===== src/rtl/writeback_stage.sv =====
// EX->WB pipeline register with HI/LO, GPIO output and result select.
// Optional WB->EX operand forwarding enabled by defining WB_BYPASS_EN.
module writeback_stage (
  input  logic        clk,
  input  logic        rst,
  input  logic        valid_EX,
  input  logic        regwrite_EX,
  input  logic        enhilo_EX,
  input  logic [1:0]  regsel_EX,
  input  logic        rdrt_EX,
  input  logic        gpio_out_en_EX,
  input  logic [4:0]  rd_addr_EX,
  input  logic [4:0]  rt_addr_EX,
  input  logic [4:0]  rs_addr_EX,
  input  logic [31:0] alu_lo_EX,
  input  logic [31:0] alu_hi_EX,
  input  logic [31:0] rf_rs_data,
  input  logic [31:0] rf_rt_data,
  output logic [31:0] rs_data_EX,
  output logic [31:0] rt_data_EX,
  output logic        regwrite_WB,
  output logic [4:0]  writeaddr_WB,
  output logic [31:0] writedata_WB,
  output logic [31:0] hi_WB,
  output logic [31:0] lo_WB,
  output logic [31:0] GPIO_OUT
);

  logic [4:0]  dest;
  logic [31:0] wdata_nxt;
  logic        rw_nxt;
  logic        hilo_ld;
  logic        gpio_ld;

  assign dest    = rdrt_EX ? rt_addr_EX : rd_addr_EX;
  assign rw_nxt  = valid_EX & regwrite_EX & (dest != 5'd0);
  assign hilo_ld = valid_EX & enhilo_EX;
  assign gpio_ld = valid_EX & gpio_out_en_EX;

  // mfhi/mflo read the registers as they stand before this edge
  always_comb begin
    wdata_nxt = alu_lo_EX;
    unique case (regsel_EX)
      2'd1:    wdata_nxt = hi_WB;
      2'd2:    wdata_nxt = lo_WB;
      default: wdata_nxt = alu_lo_EX;
    endcase
  end

`ifdef WB_BYPASS_EN
  always_comb begin
    rs_data_EX = rf_rs_data;
    rt_data_EX = rf_rt_data;
    if (regwrite_WB && (writeaddr_WB == rs_addr_EX))
      rs_data_EX = writedata_WB;
    if (regwrite_WB && (writeaddr_WB == rt_addr_EX))
      rt_data_EX = writedata_WB;
  end
`else
  logic unused_rs;
  assign unused_rs  = ^rs_addr_EX;
  assign rs_data_EX = rf_rs_data;
  assign rt_data_EX = rf_rt_data;
`endif

  always_ff @(posedge clk or negedge rst) begin
    if (!rst) begin
      regwrite_WB  <= 1'b0;
      writeaddr_WB <= 5'd0;
      writedata_WB <= 32'd0;
      hi_WB        <= 32'd0;
      lo_WB        <= 32'd0;
      GPIO_OUT     <= 32'd0;
    end else begin
      regwrite_WB  <= rw_nxt;
      writeaddr_WB <= dest;
      writedata_WB <= wdata_nxt;
      if (hilo_ld) begin
        hi_WB <= alu_hi_EX;
        lo_WB <= alu_lo_EX;
      end
      if (gpio_ld)
        GPIO_OUT <= rt_data_EX;
    end
  end

endmodule


===== config.mk =====
export PLATFORM = sky130hd
export DESIGN_NAME = writeback_stage
export DESIGN_NICKNAME = d
export VERILOG_FILES = /design/src/rtl/writeback_stage.sv
export SDC_FILE = /design/constraint.sdc
export NUM_CORES = 1
export LEC_CHECK = 0
export ABC_CLOCK_PERIOD_IN_PS = 800
export BUFFER_PORTS_ARGS = -buffer_cell sky130_fd_sc_hd__clkbuf_2
export CAP_MARGIN = 5
export CORE_AREA = 5 5 134 136
export DETAILED_ROUTE_END_ITERATION = 7
export DIE_AREA = 0 0 139 141
export HOLD_SLACK_MARGIN = 0.02
export PLACE_DENSITY = 0.69
export SETUP_SLACK_MARGIN = 0.5
export SYNTH_ARGS = -nofsm -noshare
export SYNTH_HDL_FRONTEND = slang
export SYNTH_SLANG_ARGS = --single-unit

===== constraint.sdc =====
create_clock -name clk -period 0.8 [get_ports clk]
set_input_delay 0.08 -clock clk [delete_from_list [all_inputs] [get_ports clk]]
set_output_delay 0.08 -clock clk [all_outputs]
set_load 0.005 [all_outputs]

# Word level (Yosys, flattened, before mapping)
# Index checks and enable logic that the tools add are counted.
# totals
output_inout_bits	198
ff_bits	134
# op_classes
mux	2
bitwise	4
n_reduce_logical	1
eq_ne	2
# ops
operator	n
32-bit one-hot mux with 2 select lines	1
5-bit two-way mux	1
5-bit nonzero test	1
1-bit bitwise AND	4
2-bit by 1-bit == test with 1-bit output (second input constant)	1
2-bit == test (second input constant)	1

# Longest topological paths before layout
# depth
ltp_word	3
ltp_mapped	6

# Least setup slack after synthesis
# OpenSTA, ideal clock, no wires.
# synth_timing
path_type	input -> register
startpoint	input rdrt_EX
endpoint	register regwrite_WB
stages	3
setup_time_ns	0.126
setup_slack_ns	-0.314
t_arrival_ns	0.988
t_required_ns	0.674
path_cell_list	mux2_4 or3_1 o311a_1
# synth_between
elab_chain_cells	3
# synth_lines
element	line_no	rtl
start, declared	10	input logic rdrt_EX,
5-bit two-way mux	35	assign dest = rdrt_EX ? rt_addr_EX : rd_addr_EX;
5-bit nonzero test	36	assign rw_nxt = valid_EX & regwrite_EX & (dest != 5'd0);
1-bit bitwise AND	36	
net rw_nxt	31	logic rw_nxt;
end signal, assigned	75	regwrite_WB <= rw_nxt;
end, declared	21	output logic regwrite_WB,
# The timed path passes the listed nets, and every way through them passes these cells.
# A chain may end at the register's enable or synchronous reset.

# Worst setup path after layout
# layout_timing
startpoint	register GPIO_OUT[13]
endpoint	output GPIO_OUT[13]
# layout_lines
element	line_no	rtl
start, declared	26	output logic [31:0] GPIO_OUT
start signal, assigned	83	GPIO_OUT <= rt_data_EX;
# No word-level cell between the ends.

==> results.toml <==
[global_routing]
grt_antenna_before_repair = 0
pin_count_of_the_biggest_net_entering_global_routing = 42
grt_first_pass_wirelength_um = 28200
grt_use_total = 0.179
vias_in_the_first_global_route = 5323
overflow = 0

[critical_path]
timing.critical_path.to_type = "output pin"
cp-start-kind = "flop"
startpoint = "GPIO_OUT[13]"
worst-path-max-fanout = 2
timing.critical_path.slowest_cell_delay_ns = 0.39
regToRegStartpoint = "GPIO_OUT[10]"
crit_path_slowest_cell = "dfrtp_1"
reg2reg_to = "GPIO_OUT[10]"
setup.worst_path.class = "reg2out"
worst_reg_to_reg_cells = 3
arrival_ns = 1.02
rrSetupSlack_ns = -0.21
crit_required_ns = 0.72
worstPathCellList = "buf_6 -> clkbuf_2"

[job]
cap_viol_max_count = 0

[sta]
final.setup.worst_slack_ns = -0.299
timing.slew.headroom = 0.565
maxSlewViolCount = 0
timing.clock.skew_ns = 0.00665
worstMarginPinSlew_ns = 0.652
finalCriticalPeriod_ns = 1.10
fmax_achieved_mhz = 910
unrepaired_setup_endpoints_after_global_routing = "true"
final_hold_violation_count = 244
final.period_utilization = 1.37
aggregate_negative_setup_slack_ns = -39.10
finalSetupViolCount = 247
final.hold.worst_slack_ns = -0.486

[yosys]
synthMuxAreaShare = 0.203
synth_top_area_frac = 0.594
synth_top_family_by_area = "multiplexers"
syn_area_mm2 = 0.00565
portion_of_the_post_synthesis_area_used_by_sequential_elements = 0.594
synth.area.top_cells = "dfrtp_1, mux2_2, buf_4"
synth_seq_cells = 134
post_synth_xor_area_fraction = 0
synth_cell_types = 13
synth-adder-area-share = 0.00443
yosysWarnings = 0
synthesized_area_fraction_occupied_by_ao_oa_aoi_and_oai_cells = 0.0726
synthCells = 425
synth_area_per_cell_um2 = 13.3
synthSimpleGateAreaFrac = 0.0237
synth_top_area_cell = "dfrtp_1"
syn_nets = 579

[clocking]
clockRootBuffer = "clkbuf_16"
cts_bufs_inserted = 17
clk_transition_reported_paths_ns = 0.05
tritoncts_clock_tree = "yes"
h-tree-depth = 4
clock-sinks = 134
clkLatencyLatePin_ns = 0.41
buffers_from_clock_root_to_sink_at_most = 2

[detailed_routing]
detailedRoute.firstPassIterationCount = 4
drt_iter0_markers = 203
detailroute.via_count = 4935
final_antenna_net_count = 0
via_per_inst = 4.70
routed_wl_um = 19600
remaining_drc_errors = 0
detail_route.wl_per_cell_um = 18.7

[floorplanning]
die_area_mm2 = 0.0196
design.core.area_mm2 = 0.0168
std_cell_rows = 48
die_height_um = 141
ioPinCount = 350
die_w_um = 139
floorplan.initialDensity = 0.336

[run_status]
outcome = "complete, but fails checks"
violated_checks = "hold timing, setup timing"

[pwr]
p_sw_frac = 0.261
vdd_ir_drop_max_mv = 1.39
power.density_mw_per_mm2 = 2160
power.clock.fraction = 0.327
net-switching-power_mw = 5.74
power.leakage_nw = 5.31
power.internal_mw = 16.3
power_frac_seq = 0.381
comb_power_share = 0.292

[finish]
final_core_util = 0.606
layout-drive-gt1-share = 0.756
n_antenna_cell = 0
final_cell_count_no_fill = 1049
most-common-layout-cells = "clkbuf_2, buf_6, dfrtp_1"
area.growth.synth_to_final_pct = 80.4
nets = 967
mostFrequentLayoutCell = "clkbuf_2"

[placed_design]
port-buffer-count = 280
dpl_worst_slack_ns = -0.538
placed_insts = 872
post-dp-hpwl_um = 11500
globalplace.congestion = 0.806

[min_path]
holdCritPathClass = "in2async"
-- flip-flops by register name (all words and copies together) (netlist names) --
signal / count
GPIO_OUT: 32
hi_WB: 32
lo_WB: 32
regwrite_WB: 1
writeaddr_WB: 5
writedata_WB: 32
-- worst max-delay path, delay by kind of cell (launching register included) --
kind / cells / cell delay (ns)
buffers and inverters: 2 / 0.22
DFF: 1 / 0.39
-- area by class of cell --
type | instances | area, µm²
multi-input cells | 203 | 2300
well taps | 225 | 282
inverters | 2 | 12.5
fillers | 1224 | 6620
flip-flops and latches | 134 | 3350
clock inverters | 9 | 80.1
clock buffers | 21 | 460
repair buffers | 455 | 3700
-- synth_stat cells (all sizes together) --
| cell type | number |
|---|---|
| a22oi | 32 |
| clkbuf | 13 |
| o311a | 1 |
| inv | 2 |
| o21ai | 32 |
| nand2 | 34 |
| dfrtp | 134 |
| ha | 2 |
| mux2 | 101 |
| or3 | 1 |
| buf | 73 |
-- power groups by stage --
stage | logic [mW] | clock network [mW] | registers (mW)
after floorplan | 2.07 | 0 | 8.45
after global placement | 3.79 | 0 | 8.45
after detailed placement | 3.86 | 0 | 8.46
after CTS | 5.37 | 7.36 | 8.31
after global routing | 6.85 | 7.70 | 8.48
final | 6.43 | 7.19 | 8.38
-- worst max-delay path by stage --
stage / endpoint / cells after the start / slack [ns]
6_report: GPIO_OUT[13] / 2 / -0.30
5_1_grt: GPIO_OUT[11] / 2 / -0.36
4_1_cts: GPIO_OUT[11] / 2 / -0.32
3_5_place_dp: regwrite_WB / 4 / -0.54
3_3_place_gp: regwrite_WB / 4 / -0.54
2_1_floorplan: regwrite_WB / 3 / -0.31
-- cells by family (layout without fill, tap and decap cells) --
family,after synthesis,count (layout)
muxes,101,101
and+or+nand+nor,35,35
buffers and inverters,88,487
adders and majority gates,2,2
AOI/OAI and AO/OA,65,65
DFF,134,134
-- what timing repair did --
action,in CTS,in global routing
resized for setup,99,132
pin swaps,33,53
endpoints found under the hold margin,268,268
endpoints found under the setup margin,297,297
buffers inserted,103,44
-- metal layers --
layer  track usage  vias up  part of all wire
met5             0        -                 0
met4        0.0597        0             0.022
met3        0.0587       42             0.070
met2         0.309      253              0.51
met1         0.211     2433              0.40
li1              -     2207                 -
-- per-stage QoR --
stage	total power [mW]	area (µm²)	hold WS, ns
floorplan	10.5	6260	-0.216
global placement	12.2	7520	-0.0528
detailed placement	12.3	7520	-0.0565
CTS	21.0	9270	-0.505
global route	23.0	10200	-0.497
finish	22.0	10200	-0.486
Power figures use the tool's default switching activity.
